--- config.mk ---
export PLATFORM = sky130hd
export DESIGN_NAME = serial_addsub
export DESIGN_NICKNAME = d
export VERILOG_FILES = /design/src/rtl/addsub_pkg.sv /design/src/rtl/addsub_chunk.sv /design/src/rtl/serial_addsub.sv
export SDC_FILE = /design/constraint.sdc
export NUM_CORES = 1
export LEC_CHECK = 0
export CORE_MARGIN = 8
export CORE_UTILIZATION = 40
export DETAILED_ROUTE_END_ITERATION = 16
export GPL_ROUTABILITY_DRIVEN = 0
export PLACE_DENSITY_LB_ADDON = 0.25
export SETUP_SLACK_MARGIN = 0.15
export SLEW_MARGIN = 15
export SYNTH_ARGS = -nofsm -noshare
export SYNTH_HDL_FRONTEND = slang
export SYNTH_HIERARCHICAL = 1
export SYNTH_SLANG_ARGS = --single-unit
--- constraint.sdc ---
create_clock -name clk -period 5.8 [get_ports clk]
set_input_delay 0.87 -clock clk [delete_from_list [all_inputs] [get_ports clk]]
set_output_delay 0.87 -clock clk [all_outputs]
set_load 0.1 [all_outputs]
--- src/rtl/addsub_pkg.sv ---
// Shared types and helpers for the serial add/subtract unit.
package addsub_pkg;

  typedef enum logic [1:0] {
    IDLE = 2'd0,
    RUN  = 2'd1,
    DONE = 2'd2
  } state_e;

  // Bits needed to count 0..n-1, never less than one so a single-chunk
  // build still has a legal counter.
  function automatic int unsigned cnt_width(input int unsigned n);
    return (n <= 1) ? 1 : $clog2(n);
  endfunction

endpackage

--- src/rtl/addsub_chunk.sv ---
// Combinational CHUNK-bit ripple adder; also exposes the carry into its top bit
// so the caller can derive signed overflow.
module addsub_chunk #(
  parameter int unsigned CHUNK = 8
) (
  input  logic [CHUNK-1:0] x,
  input  logic [CHUNK-1:0] y,
  input  logic             cin,
  output logic [CHUNK-1:0] s,
  output logic             cout,
  output logic             c_msb
);

  logic [CHUNK:0] c;

  // NOTE: blocking assignments inside always_comb; every output gets a value
  // on every pass so no latch is inferred.
  always_comb begin
    c    = '0;
    s    = '0;
    c[0] = cin;
    for (int i = 0; i < int'(CHUNK); i++) begin
      s[i]   = x[i] ^ y[i] ^ c[i];
      c[i+1] = (x[i] & y[i]) | (x[i] & c[i]) | (y[i] & c[i]);
    end
  end

  assign cout  = c[CHUNK];
  assign c_msb = c[CHUNK-1];

endmodule

--- src/rtl/serial_addsub.sv ---
// Multi-cycle add/subtract: one CHUNK-bit slice per clock through a single
// ripple adder with a registered carry, result and MIPS-style flags on a handshake.
module serial_addsub #(
  parameter int unsigned WIDTH = 32,
  parameter int unsigned CHUNK = 8
) (
  input  logic             clk,
  input  logic             rst_n,
  input  logic             in_valid,
  output logic             in_ready,
  input  logic [WIDTH-1:0] a,
  input  logic [WIDTH-1:0] b,
  input  logic             sub,
  input  logic             carry_in,
  output logic             out_valid,
  input  logic             out_ready,
  output logic [WIDTH-1:0] sum,
  output logic             carry_out,
  output logic             overflow,
  output logic             zero
);

  import addsub_pkg::*;

  if (CHUNK < 1 || (WIDTH % ((CHUNK < 1) ? 1 : CHUNK)) != 0) begin : g_bad_params
    $fatal(1, "serial_addsub: WIDTH must be a non-zero multiple of CHUNK");
  end

  localparam int unsigned NCHUNK = (CHUNK < 1) ? 1 : WIDTH / CHUNK;
  localparam int unsigned CW     = cnt_width(NCHUNK);
  localparam int unsigned IW     = cnt_width(WIDTH);
  localparam logic [CW-1:0] LAST = CW'(NCHUNK - 1);

  state_e           state;
  logic [CW-1:0]    cnt;
  logic             carry_q;
  logic [WIDTH-1:0] a_q;
  logic [WIDTH-1:0] b_q;
  logic [WIDTH-1:0] sum_q;
  logic [WIDTH-1:0] sum_next;
  logic             carry_out_q;
  logic             overflow_q;
  logic             zero_q;

  logic [IW-1:0]    base;
  logic [CHUNK-1:0] x;
  logic [CHUNK-1:0] y;
  logic [CHUNK-1:0] s;
  logic             cout;
  logic             c_msb;
  logic             accept;

  assign accept = in_valid && (state == IDLE);
  assign base   = IW'(cnt * CHUNK);
  assign x      = a_q[base +: CHUNK];
  assign y      = b_q[base +: CHUNK];

  addsub_chunk #(.CHUNK(CHUNK)) u_chunk (
    .x     (x),
    .y     (y),
    .cin   (carry_q),
    .s     (s),
    .cout  (cout),
    .c_msb (c_msb)
  );

  always_comb begin
    sum_next              = sum_q;
    sum_next[base +: CHUNK] = s;
  end

  // NOTE: operand registers carry no reset; they are always loaded on accept
  // before being read, so resetting them would only add reset fan-out.
  always_ff @(posedge clk) begin
    if (accept) begin
      a_q <= a;
      b_q <= b ^ {WIDTH{sub}};
    end
  end

  // NOTE: sequential state uses non-blocking assignments only.
  always_ff @(posedge clk or negedge rst_n) begin
    if (!rst_n) begin
      state       <= IDLE;
      cnt         <= '0;
      carry_q     <= 1'b0;
      sum_q       <= '0;
      carry_out_q <= 1'b0;
      overflow_q  <= 1'b0;
      zero_q      <= 1'b0;
    end else begin
      case (state)
        IDLE: begin
          if (in_valid) begin
            state   <= RUN;
            cnt     <= '0;
            carry_q <= carry_in ^ sub;
          end
        end
        RUN: begin
          sum_q   <= sum_next;
          carry_q <= cout;
          if (cnt == LAST) begin
            // Flags are taken from the final slice while its carries are live.
            state       <= DONE;
            cnt         <= '0;
            carry_out_q <= cout;
            overflow_q  <= c_msb ^ cout;
            zero_q      <= (sum_next == '0);
          end else begin
            cnt <= cnt + 1'b1;
          end
        end
        DONE: begin
          if (out_ready) state <= IDLE;
        end
        default: state <= IDLE;
      endcase
    end
  end

  assign in_ready  = (state == IDLE);
  assign out_valid = (state == DONE);
  assign sum       = sum_q;
  assign carry_out = carry_out_q;
  assign overflow  = overflow_q;
  assign zero      = zero_q;

endmodule
==> impl_results.md <==
* Post-Route WL at roughly 10000 µm
* Pins over their slew limit at 0
* Synth Area in Simple Gates at 0.0675
* Cts hold-fix bufs at 0
* Sequential fraction of the synthesis area at 0.628
* Number of DRC markers in iteration 0 at between 200 and 250
* # clock sinks at 104
* Reg-to-Reg End: zero
* Hold Vio Cnt, Final at 0
* Setup Viol. Count Final at 0
* Setup crit start: cnt[0]
* Final ANT Viol Nets at 0
* Num rows at 39
* Vias/cell at approximately 5.2
* Top FF cell, synth: edfxtp_1
* Mux cell area share after synthesis at 0.0799
* Number of synthesized flops with an enable pin at 64
* CP Data Arrival Time at roughly 5.6 ns
* Setup slack after layout at approximately 0.47 ns
* Fillers at 951
* N_diodes at 0
* Setup CP Type: flip-flop to flip-flop
* Core Util, Final at 0.540
* Vias in the first global route at between 3000 and 4000
* Worst Skew at ~0.011 ns
* DR vias at slightly below 3000
* Initial DRT Pass Iterations at 4
* Worst path bufs/invs at 3
* Compound-Gate Fraction of Synth Area at 0.0796
* Global-route wire length before repair at ~16000 µm
* CP max stage delay at between 0.5 and 0.6 ns
* Post-Syn Nets at 392
* Post-layout min period at 5.33 ns
* Setup TNS at 0 ns
* RR Startpoint: cnt[0]
* Most frequent cells in the layout: 104 x clkdlybuf4s50_1, 64 x edfxtp_1, 40 x dfrtp_1
* Die H at around 120 µm
* Final worst-path cycle share at 0.919
* Core area at ~11000 µm²
* Yosys warning total at 6
* Resized cells post-CTS at 0
* Slew margin rel. at 0.319
* Hold WC Path Type: flip-flop to flip-flop
* Initial Utilization at 0.409
* Syn-to-layout area delta at 31.9%
* Hold Crit Depth at 2
* Adder-cell share of the synthesized area at 0.0506
* H-Tree Depth at 3
* Fmax at 0.188 GHz
* Worst setup SP type: flip-flop
* Syn Inst Count at 308
* Clock latency on the worst-skew pair at around 0.34 ns
* Port buffer count at approximately 110
* Post-Syn Area at between 4000 and 5000 µm²
* CTS buffer count at 9
* Status: completed
* Hpwl dp at around 8000 µm
* Clk buf depth at 2
* Die W at around 120 µm
* Worst slew pin tran at between 1 and 1.5 ns
* Max Cap Violations at 0
* Worst r2r path cells at 16
* Synth unique cells at 39
* Clk root buf: clkbuf_16
* Placed cell areas at roughly 5800 µm²
* Hold endpoint: overflow
* Crit-path cells: buf_4 > mux4_2 > fa_1 > fa_1 > fa_1 > fa_1 > fa_1 > fa_1 > inv_1 > fa_1 > inv_1 > or3_4 > and3_1 > nor4_1 > o2111ai_1 > o21ai_1
* Xor/xnor share of the synthesized area at 0.0640
* CP Max Fanout at 14
* Nets at 500
* RSZ-0062 raised after global routing: no
* Most common cell after layout, fill and taps aside: clkdlybuf4s50_1
* Worst-path clk slew at 0.07 ns
* Worst Path Required at 6.07 ns
* Dpl ws at about 0.47 ns
* Average wire per standard cell at between 15 and 20 µm
* Met1 track demand over resource at 0.178
* Die area at between 15000 and 20000 µm²
* Share of layout cells above drive strength 1 at 0.102
* Slowest CP cell: mux4_2
* Grt met2 use at 0.221
* Met3 Use GR at 0.0322
* Min-delay src: overflow
* Residual DRC at 0
* Pin count of the biggest net entering global routing at slightly above 40
* Largest family of logic cells by synthesized area: multiplexers
* CTS tree: done
* R2R Setup Slk at between 0.4 and 0.5 ns
* Post-CTS setup buffers at 0
* Flops & latches, synth at around 100
* Crit. End Element: flip-flop
* Initial antenna violation count at 0
* Layer with the highest usage: met2
* Design area at just over 6000 µm²
* Synth Area per Inst at about 15 µm²
* Crit path max-delay family: adder cells
* Final global-route overflow total at 0
* Global-route usage over all layers at 0.138
* Async SR Flop Fraction at 0.385
* Cell mode on critical path: fa_1
* I/O pins at ~110
==> cells by family after synthesis <==
kind of cell | count (synthesis)
and+or+nand+nor | 60
xor gates and xnor gates | 34
AOI/OAI and AO/OA | 51
DFF | 104
adders and majority gates | 14
buffers and inverters | 28
muxes | 17
==> stage by stage <==
stage	std cells	hold slack (ns)
floorplan	308	0.498
global placement	548	0.470
detailed placement	548	0.485
CTS	563	0.499
global route	563	0.535
finish	563	0.486
==> registers in the layout (all words and copies together) (netlist names) <==
register and count:
carry_out 1, a_q 32, cnt 2, state 2, b_q 32, overflow 1
zero 1, carry_q 1, sum 32
==> layer usage <==
layer,vias up,part of all wire
met5,-,0
met4,0,0.014
met3,14,0.081
met2,125,0.48
met1,1431,0.43
li1,1367,-
==> how the worst max path moves through the flow <==
stage	endpoint	slack, ns	cells past startpoint
4_1_cts	zero	0.45	16
2_1_floorplan	zero	0.54	20
6_report	zero	0.47	16
3_5_place_dp	zero	0.47	16
3_3_place_gp	zero	0.55	16
5_1_grt	zero	0.24	16
==> cell usage after synthesis (2+ instances only) <==
cell type  number  area share
xnor2_1         2      0.0038
o21ai_0        13       0.014
dfrtp_1        40        0.22
nor3_1          3      0.0032
a22o_1         20       0.038
o31ai_1         2      0.0032
a41oi_1         2      0.0038
nand2b_1        2      0.0027
nor4_1          9       0.012
fa_1            8       0.034
a21oi_1         6      0.0065
nand3b_1        2      0.0032
buf_4           2      0.0032
a22o_2          3      0.0065
xor2_1         32       0.060
edfxtp_1       64        0.41
clkbuf_1        2      0.0016
nor2_1          6      0.0048
mux4_2         16       0.077
buf_2           6      0.0065
ha_1            6       0.016
nand2_1        29       0.023
nand3_1         2      0.0022
clkbuf_8        2      0.0059
inv_1          15       0.012
==> layout make-up <==
cell class	count	area (µm²)	area share
Timing Repair Buffer	110	1080	0.176
Clock buffer	10	229	0.0373
Inverter	15	56.3	0.00917
Multi-Input combinational cell	176	1590	0.259
Sequential cell	104	2920	0.476
Clock inverter	5	80.1	0.0130
Tap cell	143	179	0.0292
==> tightest hold or removal path: stages, from the launching register on <==
cell	delay, ns
dfrtp_1	0.34
nand2_1	0.04
o21ai_0	0.06
Power is not shown: default switching activity piles up to over one toggle a cycle in this logic, so the estimate is an artifact.
